File: src/rtl/ext_mem_loader.sv
// Byte-stream loader: holds CPU in reset, packs LE bytes into words, writes them to consecutive addresses.
// Latency: write strobe one cycle after the 4th byte of a word; all outputs registered.
// Backpressure: in_ready low only in IDLE/WRITE/DONE/ERR; optional LOADER_CHECKSUM_EN adds a trailing XOR byte check.
module ext_mem_loader #(
    parameter logic [31:0] BASE_ADDR = 32'h0000_0000,
    parameter int unsigned ADDR_STEP = 4,
    parameter int unsigned MAX_WORDS = 64
) (
    input  logic        clk,
    input  logic        reset,
    input  logic        load_start,
    input  logic        in_valid,
    input  logic [7:0]  in_data,
    output logic        in_ready,
    output logic        cpu_reset,
    output logic        Ext_MemWrite,
    output logic [31:0] Ext_DataAdr,
    output logic [31:0] Ext_WriteData,
    output logic        busy,
    output logic        done,
    output logic        error
);

    localparam int WCW = $clog2(MAX_WORDS + 1);

`ifdef LOADER_CHECKSUM_EN
    typedef enum logic [2:0] {S_IDLE, S_HDR, S_DATA, S_WRITE, S_CHK, S_DONE, S_ERR} state_t;
`else
    typedef enum logic [2:0] {S_IDLE, S_HDR, S_DATA, S_WRITE, S_DONE, S_ERR} state_t;
`endif

    state_t           state_q, state_d;
    logic [1:0]       byte_cnt_q, byte_cnt_d;
    logic [WCW-1:0]   word_cnt_q, word_cnt_d;
    logic [WCW-1:0]   count_q, count_d;
    logic [31:0]      word_q, word_d;
    logic [31:0]      adr_q, adr_d;
    logic [31:0]      wdata_q, wdata_d;
    logic             in_ready_q, in_ready_d;
    logic             cpu_reset_q, cpu_reset_d;
    logic             mem_write_q, mem_write_d;
    logic             busy_q, busy_d;
    logic             done_q, done_d;
    logic             error_q, error_d;
`ifdef LOADER_CHECKSUM_EN
    logic [7:0]       csum_q, csum_d;
`endif

    logic        xfer;
    logic [31:0] shifted;

    assign xfer    = in_valid & in_ready_q;
    // New byte enters at the top so the first byte ends up in bits 7:0.
    assign shifted = {in_data, word_q[31:8]};

    always_comb begin
        state_d    = state_q;
        byte_cnt_d = byte_cnt_q;
        word_cnt_d = word_cnt_q;
        count_d    = count_q;
        word_d     = word_q;
        adr_d      = adr_q;
        wdata_d    = wdata_q;
`ifdef LOADER_CHECKSUM_EN
        csum_d     = csum_q;
`endif
        case (state_q)
            S_IDLE, S_DONE, S_ERR: begin
                if (load_start) begin
                    state_d    = S_HDR;
                    byte_cnt_d = '0;
                    word_cnt_d = '0;
                    count_d    = '0;
                    word_d     = '0;
                    adr_d      = BASE_ADDR;
`ifdef LOADER_CHECKSUM_EN
                    csum_d     = '0;
`endif
                end
            end
            S_HDR: begin
                if (xfer) begin
                    word_d     = shifted;
                    byte_cnt_d = 2'(byte_cnt_q + 2'd1);
                    if (byte_cnt_q == 2'd3) begin
                        if (shifted == 32'd0) begin
`ifdef LOADER_CHECKSUM_EN
                            state_d = S_CHK;
`else
                            state_d = S_DONE;
`endif
                        end else if (shifted > 32'(MAX_WORDS)) begin
                            state_d = S_ERR;
                        end else begin
                            state_d = S_DATA;
                            count_d = shifted[WCW-1:0];
                        end
                    end
                end
            end
            S_DATA: begin
                if (xfer) begin
                    word_d     = shifted;
                    byte_cnt_d = 2'(byte_cnt_q + 2'd1);
`ifdef LOADER_CHECKSUM_EN
                    csum_d     = csum_q ^ in_data;
`endif
                    if (byte_cnt_q == 2'd3) begin
                        state_d = S_WRITE;
                        wdata_d = shifted;
                    end
                end
            end
            S_WRITE: begin
                word_cnt_d = WCW'(word_cnt_q + 1'b1);
                adr_d      = adr_q + 32'(ADDR_STEP);
                if (WCW'(word_cnt_q + 1'b1) == count_q) begin
`ifdef LOADER_CHECKSUM_EN
                    state_d = S_CHK;
`else
                    state_d = S_DONE;
`endif
                end else begin
                    state_d = S_DATA;
                end
            end
`ifdef LOADER_CHECKSUM_EN
            S_CHK: begin
                if (xfer) begin
                    state_d = (in_data == csum_q) ? S_DONE : S_ERR;
                end
            end
`endif
            default: state_d = S_IDLE;
        endcase
    end

    // Outputs are decoded from the next state so they line up with the state register.
    always_comb begin
        in_ready_d  = (state_d == S_HDR) || (state_d == S_DATA);
        busy_d      = (state_d == S_HDR) || (state_d == S_DATA) || (state_d == S_WRITE);
`ifdef LOADER_CHECKSUM_EN
        in_ready_d  = in_ready_d || (state_d == S_CHK);
        busy_d      = busy_d || (state_d == S_CHK);
`endif
        cpu_reset_d = (state_d != S_DONE);
        mem_write_d = (state_d == S_WRITE);
        done_d      = (state_d == S_DONE);
        error_d     = (state_d == S_ERR);
    end

    always_ff @(posedge clk or negedge reset) begin
        if (!reset) begin
            state_q     <= S_IDLE;
            byte_cnt_q  <= '0;
            word_cnt_q  <= '0;
            count_q     <= '0;
            word_q      <= '0;
            adr_q       <= BASE_ADDR;
            wdata_q     <= '0;
            in_ready_q  <= 1'b0;
            cpu_reset_q <= 1'b1;
            mem_write_q <= 1'b0;
            busy_q      <= 1'b0;
            done_q      <= 1'b0;
            error_q     <= 1'b0;
`ifdef LOADER_CHECKSUM_EN
            csum_q      <= '0;
`endif
        end else begin
            state_q     <= state_d;
            byte_cnt_q  <= byte_cnt_d;
            word_cnt_q  <= word_cnt_d;
            count_q     <= count_d;
            word_q      <= word_d;
            adr_q       <= adr_d;
            wdata_q     <= wdata_d;
            in_ready_q  <= in_ready_d;
            cpu_reset_q <= cpu_reset_d;
            mem_write_q <= mem_write_d;
            busy_q      <= busy_d;
            done_q      <= done_d;
            error_q     <= error_d;
`ifdef LOADER_CHECKSUM_EN
            csum_q      <= csum_d;
`endif
        end
    end

    assign in_ready      = in_ready_q;
    assign cpu_reset     = cpu_reset_q;
    assign Ext_MemWrite  = mem_write_q;
    assign Ext_DataAdr   = adr_q;
    assign Ext_WriteData = wdata_q;
    assign busy          = busy_q;
    assign done          = done_q;
    assign error         = error_q;

endmodule

File: config.mk
export PLATFORM = sky130hd
export DESIGN_NAME = ext_mem_loader
export DESIGN_NICKNAME = d
export VERILOG_FILES = /design/src/rtl/ext_mem_loader.sv
export SDC_FILE = /design/constraint.sdc
export NUM_CORES = 1
export LEC_CHECK = 0
export CORE_UTILIZATION = 35
export CTS_BUF_LIST = sky130_fd_sc_hd__clkbuf_4 sky130_fd_sc_hd__clkbuf_8
export DETAILED_ROUTE_END_ITERATION = 12
export GPL_TIMING_DRIVEN = 0
export SLEW_MARGIN = 30
export SYNTH_ARGS = -nofsm -noshare
export SYNTH_HDL_FRONTEND = slang
export SYNTH_SLANG_ARGS = --single-unit
File: constraint.sdc
create_clock -name clk -period 5.4 [get_ports clk]
set_input_delay 1.08 -clock clk [delete_from_list [all_inputs] [get_ports clk]]
set_output_delay 1.08 -clock clk [all_outputs]
set_load 0.05 [all_outputs]
Word level (Yosys, flattened, before mapping)
Index checks and enable logic that the tools add are counted.
W data, S select, Z words.
{"block": "classes", "n_addsub": 3, "order_cmp": 1, "n_eq_ne": 19, "mux": 23, "bitwise_logic": 1, "n_reduce_logical": 13}
{"cell": "$pmux W32 S2", "count": 2}
{"cell": "$mux W32", "count": 2}
{"cell": "$mux W7", "count": 5}
{"cell": "$add A32 B3 Y32 const B", "count": 1}
{"cell": "$gt A32 B7 Y1 const B", "count": 1}
{"cell": "$logic_not A32 Y1", "count": 1}
{"cell": "$pmux W7 S2", "count": 2}
{"cell": "$mux W3", "count": 8}
{"cell": "$eq A3 B2 Y1 const B", "count": 4}
{"cell": "$eq A3 B3 Y1 const B", "count": 4}
{"cell": "$pmux W3 S4", "count": 1}
{"cell": "$ne A2 B2 Y1 const B", "count": 5}
{"cell": "$add A7 B1 Y7 const B", "count": 1}
{"cell": "$eq A7 B7 Y1", "count": 1}
{"cell": "$eq A3 B1 Y1 const B", "count": 2}
{"cell": "$reduce_and A3 Y1", "count": 2}
{"cell": "$reduce_and A6 Y1", "count": 1}
{"cell": "$reduce_bool A2 Y1", "count": 3}
{"cell": "$mux W2", "count": 2}
{"cell": "$pmux W2 S2", "count": 1}
{"cell": "$logic_not A3 Y1", "count": 1}
{"cell": "$ne A3 B3 Y1 const B", "count": 1}
{"cell": "$reduce_or A3 Y1", "count": 1}
{"cell": "$add A2 B1 Y2 const B", "count": 1}
{"cell": "6 further kinds", "count": 7}
{"block": "totals", "regBits": 121, "inputBits": 12, "output_inout_bits": 70}

Depth between registers and ports, before layout
Gate-level depths: netlist of run 1.
{"block": "logic_depth", "word_depth": 9, "ltp_mapped": 9, "mapped_depth_nobuf": 7}

Worst setup path after synthesis of run 1
No wires, ideal clock.
{"block": "synth_timing", "kind": "input -> register", "from": "input port in_data[6]", "to": "register cpu_reset_q (netlist: cpu_reset)", "t_arrival_ns": 2.340, "slack_ns": 2.972, "stages": 6, "n_path_buf": 0, "path_cell_list": "nor4_1 > nand4_1 > nor2_1 > a31o_4 > nand2_2 > or3b_1"}
{"block": "synth_between", "elab_chain_cells": 7, "elab_cells_between_ends": 8, "cone_classes": "order compare: 1; eq/ne: 1; mux: 5; reduce/logical: 1"}
{"element": "from (decl)", "line": "13", "source": "input logic [7:0] in_data,"}
{"element": "$gt A32 B7 Y1", "line": "92", "source": "end else if (shifted > 32'(MAX_WORDS)) begin"}
{"element": "$mux W3", "line": "92"}
{"element": "$mux W3 (*)", "line": "86", "source": "if (shifted == 32'd0) begin"}
{"element": "$mux W3 (*)", "line": "85", "source": "if (byte_cnt_q == 2'd3) begin"}
{"element": "$mux W3 (*)", "line": "82", "source": "if (xfer) begin"}
{"element": "$pmux W3 S4 (*)", "line": "67", "source": "case (state_q)"}
{"element": "named net state_d[0]", "line": "32", "source": "state_t state_q, state_d;"}
{"element": "$ne A3 B3 Y1 (*)", "line": "146", "source": "cpu_reset_d = (state_d != S_DONE);"}
{"element": "named net cpu_reset_d", "line": "40", "source": "logic cpu_reset_q, cpu_reset_d;"}
{"element": "to (signal assigned)", "line": "179", "source": "cpu_reset_q <= cpu_reset_d;"}
{"element": "to (decl)", "line": "40"}
Mark *: on every way through the listed nets, which the timed path passes. The rest lies on a longest branch.
A chain may end at the register's enable or synchronous reset.

Worst setup path after layout of run 1
{"block": "layout_timing", "from": "input port in_data[6]", "to": "register in_ready_q (netlist: in_ready)"}
{"block": "layout_between", "elab_chain_cells": 8, "elab_cells_between_ends": 10, "cone_classes": "order compare: 1; eq/ne: 2; mux: 5; reduce/logical: 2"}
{"element": "$gt A32 B7 Y1", "line": "92"}
{"element": "$mux W3", "line": "92"}
{"element": "$mux W3 (*)", "line": "86"}
{"element": "$mux W3 (*)", "line": "85"}
{"element": "$mux W3 (*)", "line": "82"}
{"element": "$pmux W3 S4 (*)", "line": "67"}
{"element": "named net state_d[2]", "line": "32"}
{"element": "$eq A3 B1 Y1 / $eq A3 B2 Y1 (equally long branches)", "line": "140", "source": "in_ready_d = (state_d == S_HDR) || (state_d == S_DATA);"}
{"element": "$logic_or A1 B1 Y1 (*)", "line": "140"}
{"element": "named net in_ready_d", "line": "39", "source": "logic in_ready_q, in_ready_d;"}
{"element": "to (signal assigned)", "line": "178", "source": "in_ready_q <= in_ready_d;"}
{"element": "to (decl)", "line": "39"}
Marked as above.

==> metrics.md, run 1 <==
| Metric | Value |
|---|---|
| WL/cell | between 10 and 15 um |
| CTS Root Cell | clkbuf_8 |
| Reg2Reg Depth | 7 |
| # Max-Cap Violations | 0 |
| CTS tree | built |
| Setup violations, final | 0 |
| Layout cell share with drive strength beyond 1 | 0.0634 |
| Met3 WL | about 570 um |
| WP buf/inv | 1 |
| Met2 Routed Length | roughly 5700 um |
| Nets | 658 |
| Routability cong. | approximately 0.84 |
| Vias in the first global route | 3986 |
| Multi-input gate area | 0.00211 mm2 |
| Commonest non-fill, non-tap cell in the layout | nand2_1 |
| Hold buffers post-CTS | 0 |
| Synth Flop Type | dfrtp_1 |
| Final period util | 0.529 |
| Family with the most delay on the worst path | simple AND/OR/NAND/NOR gates |
| H-Tree Depth | 3 |
| Port bufs | ~80 |
| Filler cells | between 1k and 1.5k |
| Postcts setup bufs | 0 |
| Mapped Cells | 551 |
| Grt ovf | 0 |
| Largest net degree at the start of global routing | 58 |
| Vias/cell | between 5 and 6 |
| ANT nets after route | 0 |
| Crit path max-delay cell type | clkdlybuf4s50_1 |
| Clock Pin Slew Worst Setup and Hold Paths | ~0.11 ns |
| Clk_skew | roughly 0.019 ns |
| Leak pwr | around 2.9 nW |
| Setup ws final | roughly 2.5 ns |
| Hold Crit Depth | 2 |
| Critical Path Fanout Max | 4 |
| Antenna cells | 0 |
| Sequential cell area | between 0.002 and 0.003 mm2 |
| Status | completed |
| TNS Setup | 0 ns |
| Io pins | 82 |
| Pwr Total | approximately 2.7 mW |
| RSZ-0062 raised after global routing | false |
| WHS | about 0.48 ns |
| Crit path time final | 2.86 ns |
| DRT Pass-1 Iters | 5 |
| Peak supply drop | about 0.14 mV |
| Total clock sinks | between 100 and 150 |
| Worst path max stage delay | 0.51 ns |
| Worst-case hold path end point | Ext_WriteData[5] |
| Clk_lat worst skew | roughly 0.39 ns |
| Hold Vio Cnt, Final | 0 |
| Clk buf depth | 2 |
| Sequential area share after synthesis | 0.552 |
| Drc violations | 0 |
| Die Wd | approximately 120 um |
| Top layer in use | met4 |
| Slew headroom | 0.560 |
| Kind of critical path | in2reg |
| FF-to-FF Start | word_cnt_q[0] |
| WP depth | 7 |
| Core Area | 0.0139 mm2 |
| Design Area, Final | 0.00628 mm2 |
| Synth Area per Inst | 9.13 um2 |
| Die height | about 120 um |
| Flops & latches, synth | between 100 and 150 |
| Max-slew violation count | 0 |
| Crit path required time | 5.70 ns |
| M1 WL | between 5000 and 6000 um |
| Initial Utilization | 0.361 |
| Initial antenna violation count | 0 |
| Arrival time worst endpoint | approximately 3.2 ns |
| Worst slack at placement | 2.11 ns |
| Worst Tran Pin Value | 0.656 ns |
| Worst-path cell chain | clkdlybuf4s50_1, nor4_1, nand4_1, nor2_1, a31oi_2, o21bai_4, a311oi_2 |
| Startpoint Class | primary input |
| Post-synth design cell area | 0.00503 mm2 |
| Standard-cell rows | between 40 and 50 |
| Synth async-reset ratio | 1.00 |
| Critical path capture point type | flop |
| Die area | ~0.015 mm2 |
| Hold crit path type | reg2reg |
| CP Launch Point | in_data[6] |
| Commonest non-fill, non-tap cells in the layout | nand2_1 (192), dfrtp_1 (110), clkdlybuf4s50_1 (78) |
| YS warnings | 0 |
| Gr usage total | 0.176 |
| Num CTS Buffers | 9 |
| Reg-to-Reg End | busy |
| Synth cell types | between 50 and 60 |
| Global-route wire length before repair | around 20000 um |
| Final WL | ~12000 um |
| Post-synth EDFFs | 0 |
| Reg2Reg Setup Slack | just over 3 ns |
| Hold path start | Ext_WriteData[5] |
| Max Clk Rate | around 350 MHz |
| Post-cts resize count | 0 |
| Starting DRC count in detailed routing | roughly 300 |
| Synth-to-Final Area Change | 24.8% |
| Detailed placer's ending HPWL | roughly 8600 um |
| Area after DPL | 0.00608 mm2 |
| P per Cell Area | 428 mW/mm2 |
| Vias | 4219 |
==> layout make-up <==
cell class | count | area share
flip-flops and latches | 111 | 0.443
multi-input cells | 409 | 0.336
repair buffers | 80 | 0.131
well taps | 180 | 0.0359
clock buffers | 10 | 0.0219
plain buffers | 27 | 0.0205
clock inverters | 5 | 0.00897
inverters | 5 | 0.00299
==> registers in the layout, summed over array words and instances, names as in the netlist, 2 cells and up <==
| signal | cells |
|---|---|
| Ext_DataAdr | 30 |
| Ext_WriteData | 32 |
| byte_cnt_q | 2 |
| count_q | 7 |
| state_q | 3 |
| word_cnt_q | 7 |
| word_q | 24 |
==> per-layer routing <==
metal | track usage | vias up
li1 | - | 2038
met1 | 0.244 | 2045
met2 | 0.266 | 117
met3 | 0.0417 | 19
met4 | 0.0648 | 0
met5 | 0 | -
==> tightest hold or removal path, stage by stage, from the launching register on <==
cell	delay, ns
dfrtp_1	0.35
nand2_1	0.05
nand2_1	0.05
==> synth_stat cells (5+ instances only) <==
cell | instances | area share
nand4_1 | 11 | 0.014
xnor2_1 | 5 | 0.0087
xor2_1 | 5 | 0.0087
mux2i_1 | 11 | 0.022
nor3_1 | 5 | 0.0050
nand3_1 | 23 | 0.023
o21ai_0 | 51 | 0.051
dfrtp_1 | 110 | 0.55
and3_1 | 11 | 0.014
nor2_1 | 20 | 0.015
a21oi_1 | 6 | 0.0060
o21ai_1 | 8 | 0.0080
nor4_1 | 5 | 0.0062
nand2_1 | 192 | 0.14
clkbuf_1 | 18 | 0.013
==> stage by stage <==
stage / utilization / instances
after global placement: 0.434 / 811
after detailed placement: 0.437 / 812
after floorplan: - / 552
after global routing: 0.450 / 827
after CTS: 0.450 / 827
final: 0.450 / 827
==> worst max-delay path by stage <==
stage                             end  slack [ns]
floorplan                   cpu_reset        2.97
global placement    Ext_WriteData[24]       -1.06
detailed placement           in_ready        2.11
CTS                          in_ready        2.54
global route                 in_ready        2.36
finish                       in_ready        2.54
==> where the power goes <==
part / switching (mW) / internal (mW) / total (mW)
clock: 0.289 / 0.225 / 0.514
combinational: 0.583 / 0.329 / 0.911
sequential: 0.232 / 1.03 / 1.26
total: 1.10 / 1.58 / 2.69
==> cells by family (layout without fill, tap and decap cells) <==
family                     count (synthesis)  count (layout)  share of synthesized area
DFF                                      111             111                      0.552
and+or+nand+nor                          293             293                      0.260
buffers and inverters                     32             127                     0.0293
other                                      1               2                   0.000745
AOI/OAI and AO/OA                         89              89                      0.109
muxes                                     12              12                     0.0241
adders and majority gates                  3               3                    0.00746
xor gates and xnor gates                  10              10                     0.0174
Note: power is estimated with default switching activity, not from simulation.
==> run 2: changes to the inputs <==
- clock period: 5.4 -> 2.41 ns (I/O delays scaled with it)
==> run 2 against run 1 <==
- worst setup slack worse by 2.4 ns
- cell area grew 0.34%
- wire length grew 0.62%
- core utilization rose by 0.15 points
- critical endpoint is now Ext_DataAdr[26]
- global-route usage up 0.071 points
- register-to-register slack worse by 2.9 ns
- clock power rose by 120%
- clock-buffer cell count is the same
- via count is 0.24% lower
- non-clock buffer count stayed put
- sequential power increased by 120%
==> metrics.md, run 2 (synthesized netlist as in run 1, its figures left out) <==
| Metric | Value |
|---|---|
| Status | completed |
| Vias/cell | 5.09 (-0.24%) |
| Standard-cell rows | 43 (unchanged) |
| Max Clk Rate | between 400 and 500 MHz |
| Largest register FFs | 32 (unchanged) |
| Commonest non-fill, non-tap cell in the layout | nand2_1 |
| Grt ovf | 0 (unchanged) |
| Comb pwr share | 0.342 (+0.003) |
| Critical path capture point type | flop |
| P per Cell Area | 959 mW/mm2 (+120%) |
| Starting DRC count in detailed routing | 283 (-5.4%) |
| Vias | 4209 (-0.24%) |
| Io pins | 82 (unchanged) |
| Max-slew violation count | 0 (unchanged) |
| Critical Path Fanout Max | 8 (+4) |
| Crit path required time | 2.69 ns (-3.01 ns) |
| Clk_lat worst skew | 0.39 ns (about the same) |
| Final WL | 12300 um (+0.62%) |
| Clk buf depth | 2 (unchanged) |
| Share of power burned in registers | 0.468 (about the same) |
| Final period util | 0.927 |
| WL/cell | 14.9 um (+0.62%) |
| Leak pwr | 2.89 nW (-0.10%) |
| H-Tree Depth | 3 (unchanged) |
| Peak supply drop | 0.306 mV (+120%) |
| CTS tree | built |
| Largest net degree at the start of global routing | 58 (unchanged) |
| Worst slack at placement | -0.281 ns (-2.39 ns) |
| Gr usage total | 0.176 (+0.000710) |
| TNS Setup | 0 ns (unchanged) |
| Arrival time worst endpoint | 2.52 ns (-0.63 ns) |
| Switch share | 0.412 (+0.000808) |
| Kind of critical path | reg2reg |
| Clock power frac | 0.191 (about the same) |
| Num CTS Buffers | 9 (unchanged) |
| Nets | 658 (unchanged) |
| Commonest non-fill, non-tap cells in the layout | nand2_1 (192), dfrtp_1 (109), clkdlybuf4s50_1 (78) |
| Detailed placer's ending HPWL | 8640 um (unchanged) |
| Setup ws final | 0.176 ns (-2.37 ns) |
| Drc violations | 0 (unchanged) |
| Port bufs | 79 (unchanged) |
| Die Wd | 122 um (unchanged) |
| Clk_skew | 0.0193 ns (+0.000120 ns) |
| RSZ-0062 raised after global routing | false |
| Postcts setup bufs | 0 (unchanged) |
| DRT Pass-1 Iters | 4 (-1) |
| Global-route wire length before repair | 20300 um (+0.27%) |
| Routability cong. | 0.838 (unchanged) |
| Cell count after placement | 812 (unchanged) |
| Reg2Reg Setup Slack | 0.18 ns (-2.86 ns) |
| # Max-Cap Violations | 0 (unchanged) |
| Vias in the first global route | 3980 (-0.15%) |
| ANT nets after route | 0 (unchanged) |
| Hold crit path type | in2async |
| Slew headroom | 0.561 (+0.00111) |
| Clock Pin Slew Worst Setup and Hold Paths | 0.11 ns (about the same) |
| Die area | 0.0149 mm2 (unchanged) |
| Layout cell share with drive strength beyond 1 | 0.0726 (+0.00927) |
| Worst Tran Pin Value | 0.654 ns (-0.00166 ns) |
| Core Area | 0.0139 mm2 (unchanged) |
| CTS Root Cell | clkbuf_8 |
| Initial antenna violation count | 0 (unchanged) |
| Crit path time final | 2.23 ns |
| Final std cells w/o fill | 827 (unchanged) |
| Internal power | 3.55 mW (+120%) |
| Antenna cells | 0 (unchanged) |
| Synth-to-Final Area Change | 25.2% |
| Hold Vio Cnt, Final | 0 (unchanged) |
| Post-layout util | 0.452 (+0.00153) |
| Total clock sinks | 111 (unchanged) |
| Setup violations, final | 0 (unchanged) |
| Initial Utilization | 0.361 (unchanged) |
| Startpoint Class | flop |
| Die height | 122 um (unchanged) |
| Switching Power | 2.49 mW (+130%) |
run 2: cell counts in the layout (fill, tap and decap cells not counted):
Identical to the previous run, type by type.
run 2: worst paths after layout:
| kind | start | to | depth (start not counted) |
|---|---|---|---|
| worst max-delay path | Ext_DataAdr[2] | Ext_DataAdr[26] | 8 |
| worst min-delay path | reset | count_q[0] | 1 |
| worst max register to register | Ext_DataAdr[2] | Ext_DataAdr[26] | 8 |
| worst min register to register | Ext_WriteData[5] | Ext_WriteData[5] | 2 |
| max in group asynchronous | reset | cpu_reset | 2 |
| min in group clk | Ext_WriteData[5] | Ext_WriteData[5] | 2 |
run 2: final cells by class:
| type | count | area, um2 |
|---|---|---|
| buffer | 27 | 129 |
| clock buffer | 10 | 138 |
| clock inverter | 5 | 56.3 |
| fill | 1355 | 7640 |
| inverter | 5 | 18.8 |
| multi-input combinational | 409 | 2130 |
| sequential | 111 | 2780 |
| tap | 180 | 225 |
| timing repair buffer | 80 | 823 |
run 2: metrics by stage:
stage | area, um2 | hold WS [ns] | power (mW)
after global routing | 6300 | 0.0271 | 6.43
after global placement | 6050 | 0.462 | 4.84
after floorplan | 5030 | 0.186 | 4.15
after CTS | 6280 | 0.0122 | 6.08
final | 6300 | 0.0173 | 6.04
after detailed placement | 6080 | 0.443 | 4.90
run 2: worst max-delay path, cell delays in order, from the launching register on:
cell and delay (ns):
dfrtp_1 0.46, ha_1 0.24, and3_1 0.21, and3_1 0.22
and3_1 0.25, nor2b_1 0.15, buf_2 0.17, and3_1 0.19
mux2_2 0.25
run 2: what timing repair did:
item	CTS	global route
endpoints found under the setup margin	2	4
gates resized for setup	1	5
hold buffers	0	0
run 2: metal layers:
layer	vias to the layer above	part of all wire	global-route usage
li1	2043	-	-
met1	2036	0.46	0.244
met2	114	0.47	0.269
met3	16	0.052	0.0417
met4	0	0.018	0.0625
met5	-	0	0
run 2: power groups by stage:
stage                     clock network, mW  logic, mW  registers [mW]
after global routing                   1.27       2.26            2.90
after CTS                              1.19       2.07            2.82
after floorplan                           0      0.920            3.23
final                                  1.15       2.06            2.82
after global placement                    0       2.00            2.84
after detailed placement                  0       2.05            2.85
==> run 3: changes to the inputs <==
- CAP_MARGIN: not set -> 20
==> results of run 3 <==
No change in the layout: final DEF, timing and power equal those of run 2.
